<file path="config.mk">
export PLATFORM = sky130hd
export DESIGN_NAME = io_op_sequencer
export DESIGN_NICKNAME = d
export VERILOG_FILES = /design/src/rtl/io_seq_pkg.sv /design/src/rtl/io_timeout_ctr.sv /design/src/rtl/io_op_sequencer.sv
export SDC_FILE = /design/constraint.sdc
export NUM_CORES = 1
export LEC_CHECK = 0
export BUFFER_PORTS_ARGS = -buffer_cell sky130_fd_sc_hd__buf_2
export CORE_UTILIZATION = 45
export DETAILED_ROUTE_END_ITERATION = 10
export PLACE_DENSITY = 0.8
export SETUP_SLACK_MARGIN = 0.3
export SLEW_MARGIN = 25
export SYNTH_ARGS = -nofsm -noshare
export SYNTH_HDL_FRONTEND = slang
export SYNTH_HIERARCHICAL = 1
export SYNTH_SLANG_ARGS = --single-unit
</file>
<file path="constraint.sdc">
create_clock -name clk -period 2.05 [get_ports clk]
set_clock_uncertainty 0.05 [all_clocks]
set_input_delay 0.3075 -clock clk [delete_from_list [all_inputs] [get_ports clk]]
set_output_delay 0.3075 -clock clk [all_outputs]
set_load 0.01 [all_outputs]
</file>
<file path="src/rtl/io_seq_pkg.sv">
// Shared types for the I/O op sequencer: peripheral target encoding, FSM states and
// a helper that tells whether a target returns read data for writeback.
package io_seq_pkg;

  typedef enum logic [2:0] {
    TgtPpu = 3'd0,
    TgtAcc = 3'd1,
    TgtEth = 3'd2,
    TgtRnd = 3'd3,
    TgtIrq = 3'd4
  } io_tgt_e;

  typedef enum logic [1:0] {
    StIdle  = 2'd0,
    StReq   = 2'd1,
    StDone  = 2'd2,
    StAbort = 2'd3
  } io_state_e;

  function automatic logic tgt_has_rdata(io_tgt_e tgt);
    return (tgt == TgtAcc) || (tgt == TgtRnd) || (tgt == TgtIrq);
  endfunction

endpackage

</file>
<file path="src/rtl/io_timeout_ctr.sv">
// Request-wait counter: cleared when a request is issued, counts while the request is
// outstanding and flags expiry in the Limit-th waiting cycle.
module io_timeout_ctr #(
  parameter int unsigned Limit = 255,
  parameter int unsigned CntW  = 8
) (
  input  logic clk_i,
  input  logic rst_i,
  input  logic clear_i,
  input  logic enable_i,
  output logic expired_o
);

  logic [CntW-1:0] cnt_q, cnt_d;

  always_comb begin
    cnt_d = cnt_q;
    if (clear_i) begin
      cnt_d = '0;
    end else if (enable_i && (cnt_q != '1)) begin
      cnt_d = cnt_q + 1'b1;
    end
  end

  // Count value equals the number of request cycles already elapsed.
  assign expired_o = enable_i && (cnt_q == CntW'(Limit - 1));

  always_ff @(posedge clk_i) begin
    if (rst_i) begin
      cnt_q <= '0;
    end else begin
      cnt_q <= cnt_d;
    end
  end

endmodule

</file>
<file path="src/rtl/io_op_sequencer.sv">
// Issues decoded custom I/O ops as single req/ack transactions, stalls the pipeline while
// one is outstanding and returns read data. Define IO_TIMEOUT_EN to abort unacknowledged ops.
module io_op_sequencer
  import io_seq_pkg::*;
#(
  parameter int unsigned DATA_W      = 32,
  parameter int unsigned TIMEOUT_CYC = 255
) (
  input  logic              clk,
  input  logic              rst,
  input  logic              op_valid,
  input  logic              op_ppu,
  input  logic              op_sac,
  input  logic              op_snd,
  input  logic              op_rnd,
  input  logic              op_rdi,
  input  logic [DATA_W-1:0] op_data,
  input  logic              flush,
  output logic              stall,
  output logic              wb_valid,
  output logic [DATA_W-1:0] wb_data,
  output logic              io_req,
  output logic [2:0]        io_tgt,
  output logic [DATA_W-1:0] io_wdata,
  input  logic              io_ack,
  input  logic [DATA_W-1:0] io_rdata,
  output logic              io_err
);

  io_state_e         state_q, state_d;
  io_tgt_e           tgt_q, tgt_d, sel_tgt;
  logic [DATA_W-1:0] wdata_q, wdata_d;
  logic [DATA_W-1:0] rdata_q, rdata_d;
  logic              flushed_q, flushed_d;
  logic              err_q, err_d;
  logic [4:0]        flags;
  logic              multi_flag;
  logic              start;
  logic              in_req;
  logic              abort_err;
  logic              timeout_hit;

  assign flags      = {op_rdi, op_rnd, op_snd, op_sac, op_ppu};
  assign multi_flag = (flags & (flags - 5'd1)) != 5'd0;
  assign start      = (state_q == StIdle) && op_valid && (flags != 5'd0) && !flush;
  assign in_req     = (state_q == StReq);

  always_comb begin
    if (op_ppu) begin
      sel_tgt = TgtPpu;
    end else if (op_sac) begin
      sel_tgt = TgtAcc;
    end else if (op_snd) begin
      sel_tgt = TgtEth;
    end else if (op_rnd) begin
      sel_tgt = TgtRnd;
    end else begin
      sel_tgt = TgtIrq;
    end
  end

`ifdef IO_TIMEOUT_EN
  localparam int unsigned CntW =
      ($clog2(TIMEOUT_CYC + 1) > 8) ? $clog2(TIMEOUT_CYC + 1) : 8;

  logic to_expired;

  io_timeout_ctr #(
    .Limit(TIMEOUT_CYC),
    .CntW (CntW)
  ) u_timeout_ctr (
    .clk_i    (clk),
    .rst_i    (rst),
    .clear_i  (start),
    .enable_i (in_req),
    .expired_o(to_expired)
  );

  assign timeout_hit = to_expired;
`else
  assign timeout_hit = 1'b0;
`endif

  always_comb begin
    state_d   = state_q;
    tgt_d     = tgt_q;
    wdata_d   = wdata_q;
    rdata_d   = rdata_q;
    flushed_d = flushed_q;
    err_d     = 1'b0;
    stall     = 1'b0;
    io_req    = 1'b0;
    wb_valid  = 1'b0;
    abort_err = 1'b0;

    unique case (state_q)
      StIdle: begin
        // Stall must assert in the decode cycle itself so the op stays in EX.
        if (start) begin
          stall     = 1'b1;
          state_d   = StReq;
          tgt_d     = sel_tgt;
          wdata_d   = op_data;
          flushed_d = 1'b0;
          err_d     = multi_flag;
        end
      end
      StReq: begin
        io_req = 1'b1;
        stall  = 1'b1;
        if (flush) begin
          flushed_d = 1'b1;
        end
        if (io_ack) begin
          rdata_d = io_rdata;
          state_d = StDone;
        end else if (timeout_hit) begin
          rdata_d = '0;
          state_d = StAbort;
        end
      end
      StDone: begin
        wb_valid = tgt_has_rdata(tgt_q) && !flushed_q && !flush;
        state_d  = StIdle;
      end
      StAbort: begin
        abort_err = 1'b1;
        wb_valid  = tgt_has_rdata(tgt_q) && !flushed_q && !flush;
        state_d   = StIdle;
      end
      default: state_d = StIdle;
    endcase
  end

  assign io_tgt   = tgt_q;
  assign io_wdata = wdata_q;
  assign wb_data  = rdata_q;
  assign io_err   = err_q || abort_err;

  always_ff @(posedge clk) begin
    if (rst) begin
      state_q   <= StIdle;
      tgt_q     <= TgtPpu;
      wdata_q   <= '0;
      rdata_q   <= '0;
      flushed_q <= 1'b0;
      err_q     <= 1'b0;
    end else begin
      state_q   <= state_d;
      tgt_q     <= tgt_d;
      wdata_q   <= wdata_d;
      rdata_q   <= rdata_d;
      flushed_q <= flushed_d;
      err_q     <= err_d;
    end
  end

endmodule
</file>
==> qor.log <==
qor: sta.max_freq 564 MHz
qor: power_and_ir_drop.switching_power_as_a_share_of_total_power 26.0%
qor: routing.drt-initial-drc-count 75
qor: clocking.max-clock-path-buffers 2
qor: worst_setup_path.critical_path_class reg -> out
qor: clocking.clock_latency 0.33 ns
qor: sta.worst_slew_pin_slew 0.472 ns
qor: power_and_ir_drop.total_power 0.00279 W
qor: grt.grt_start_max_net_pins 47
qor: outcome.run_status completed
qor: power_and_ir_drop.power.internal 0.00207 W
qor: sta.finalHoldViolations 0
qor: synthesis.yosys.area.top_type_share 51.5%
qor: power_and_ir_drop.p_per_area 741 nW/um^2
qor: sta.timing.final.max_slew_violations 0
qor: synthesis.cell_with_the_most_instances_after_synthesis nand2_1
qor: die.design.portCount 145
qor: finish.layout_cells_sized_above_1 38.6%
qor: synthesis.synth_nets 396
qor: synthesis.synth_largest_area_cell dfxtp_1
qor: placed_design.dpl-instance-area 3520 um^2
qor: synthesis.synth_edf_count 0
qor: synthesis.synth_area 2760 um^2
qor: die.placement_row_count 28
qor: routing.vias_per_cell 4.80
qor: finish.post_layout_nets 540
qor: routing.drt_wl_total 6620 um
qor: sta.post-route-min-period 1.77 ns
qor: clocking.clk_root_buffer_cell clkbuf_8
qor: die.fp.dieW 80.3 um
qor: die.die-area 6440 um^2
qor: die.start_util 46.6%
qor: synthesis.ys_ff_latch 71
qor: placed_design.replace_congestion 0.716
qor: placed_design.io_buffer_count 144
qor: worst_setup_path.timing.critical_path.cells nor4b_4, o21ai_2, a21oi_2, buf_2
qor: synthesis.yosys.cell_types.count 30
qor: synthesis.ys_dominant_reg_cell dfxtp_1
qor: worst_setup_path.crit_path_max_fanout 2
qor: clocking.h-tree-depth 3
qor: power_and_ir_drop.p_comb_share 12.6%
qor: routing.route.antenna.remaining_nets 0
qor: grt.number_of_antenna_violations_at_the_first_check_in_global_routing 0
qor: run.drv_cap 0
qor: synthesis.post_synth_main_area_contributors dfxtp_1, nand2_1, mux2i_1
qor: routing.drc 0
qor: worst_setup_path.worst_ep_arrival_time 1.41 ns
qor: clocking.tritoncts_clock_tree yes
qor: sta.setup_viol 0
qor: sta.worst_slew_margin 68.5%
qor: power_and_ir_drop.peakVddDrop 413 uV
qor: grt.grt_pass1_wl 10100 um
qor: grt.global_route.usage.total 20.3%
qor: worst_setup_path.critPathMaxStageDelay 0.35 ns
qor: die.die_y 80.3 um
qor: clocking.numClockSinks 71
qor: finish.area_growth_syn_to_layout 36.6%
qor: die.core-area 5920 um^2
qor: finish.final_core_utilization 63.6%
qor: finish.layout.filler_cells 521
qor: worst_setup_path.worst_path_max_delay_cell dfxtp_4
qor: synthesis.yosysWarnings 6
qor: worst_setup_path.data_required_time_of_the_critical_path 1.69 ns
qor: finish.num_antenna_cells 0
qor: routing.post_drt_wl_per_cell 12.1 um
qor: synthesis.post_synth_most_frequent_cells nand2_1, dfxtp_1, a21oi_1
qor: worst_setup_path.reg2reg_slack 0.38 ns
qor: finish.final_cell_area 3770 um^2
qor: synthesis.synth-async-reset-ratio 0%
qor: synthesis.synth.yosys.seq_area_share 51.5%
qor: routing.num_vias 2623
qor: clocking.numCtsBuffers 9
qor: hold_path.hold_path.class in -> reg
qor: clocking.cts.reportedPaths.clkPinSlew 0.08 ns
qor: sta.totalNegativeSetupSlack 0 ns
qor: sta.grt_setup_unrepaired true
qor: power_and_ir_drop.pwr-share-clk 35.0%
qor: power_and_ir_drop.leakage_power_total 1.79 nW
qor: routing.dr.pass1.iters 4
qor: synthesis.syn_inst 322
qor: grt.overflow 0
qor: sta.fin_crit_sh 86.4%
qor: worst_setup_path.setup.worst_path.start_class register
qor: placed_design.dp_hpwl 4730 um
qor: grt.first_global_vias 2394
qor: synthesis.post_synth.cell_area_avg 8.56 um^2
qor: power_and_ir_drop.seq_power_share 52.4%
qor: worst_setup_path.end_kind output pin
qor: power_and_ir_drop.switching_power 0.000725 W
-- flip-flops by register name, indices dropped and copies added (netlist names) --
name	flops
io_wdata	32
flushed_q	1
wb_data	32
state_q	2
io_tgt	3
err_q	1
-- worst max-delay path: cells and delay by family, from the launching register on --
family / cells / cell delay (ns)
buf+inv: 1 / 0.15
compound gates: 2 / 0.25
flops: 1 / 0.35
simple gates: 1 / 0.33
-- timing repair --
item,CTS,global route
setup buffers,2,0
pin swaps,2,1
endpoints found under the hold margin,0,0
setup endpoints to repair,2,4
resized for setup,7,3
gates cloned,0,1
hold buffers,0,0
-- layer usage --
layer  part of all wire, %  track usage, %
met2                    45            34.7
met4                   1.4            9.82
met5                     0               0
met1                    45            22.5
met3                   9.3            7.05
-- final cells by class --
| type | count | area (um^2) | area share (%) |
|---|---|---|---|
| sequential | 71 | 1430 | 37.9 |
| multi-input combinational | 226 | 1210 | 32.2 |
| timing repair buffer | 155 | 846 | 22.5 |
| clock buffer | 10 | 138 | 3.65 |
| tap | 75 | 93.8 | 2.49 |
| clock inverter | 6 | 36.3 | 0.963 |
| inverter | 3 | 11.3 | 0.299 |
-- stage by stage --
step / cells / hold WS, ns / worst slack [ns]
3_5_place_dp: 527 / 0.393 / 0.146
4_1_cts: 545 / 0.134 / 0.253
3_3_place_gp: 527 / 0.388 / 0.178
6_report: 546 / 0.144 / 0.278
5_1_grt: 546 / 0.132 / 0.194
2_1_floorplan: 322 / 0.393 / 0.329
-- path summary, 6_finish.rpt --
kind / from / to / cells after the start
worst max-delay path: state_q[0]$_SDFFE_PP0P_ / stall / 4
worst min-delay path: io_rdata[7] / wb_data[7]$_SDFFE_PP0P_ / 3
worst max register to register: state_q[0]$_SDFFE_PP0P_ / io_wdata[10]$_SDFFE_PP0P_ / 6
worst min register to register: wb_data[28]$_SDFFE_PP0P_ / wb_data[28]$_SDFFE_PP0P_ / 2
-- power groups by stage --
stage | Sequential (W) | Clock, W | Combinational [W]
finish | 0.00146 | 0.000979 | 0.000352
global route | 0.00147 | 0.00107 | 0.000386
CTS | 0.00146 | 0.00101 | 0.000345
detailed placement | 0.00149 | 0 | 0.000337
global placement | 0.00149 | 0 | 0.000330
floorplan | 0.00152 | 0 | 0.000162
-- cell usage in the layout, fill, tap and decap left out, types with 2 or more instances in the layout --
cell | synthesis | layout
a21oi_1 | 37 | 36
buf_12 | 3 | 2
buf_2 | 0 | 144
buf_4 | 0 | 8
clkbuf_8 | 0 | 10
clkinv_2 | 0 | 4
dfxtp_1 | 71 | 68
dfxtp_2 | 0 | 2
inv_1 | 2 | 2
mux2i_1 | 33 | 33
nand2_1 | 130 | 130
nor2_1 | 4 | 4
nor2b_1 | 2 | 2
o21ai_0 | 3 | 2
-- cell families after synthesis --
logic type / count (synthesis) / share of synthesized area [%]
and+or+nand+nor: 147 / 22.1
DFF: 71 / 51.5
AOI/OAI and AO/OA: 46 / 8.94
muxes: 33 / 12.0
buffers and inverters: 25 / 5.44
Note: power is estimated with default switching activity, not from simulation.
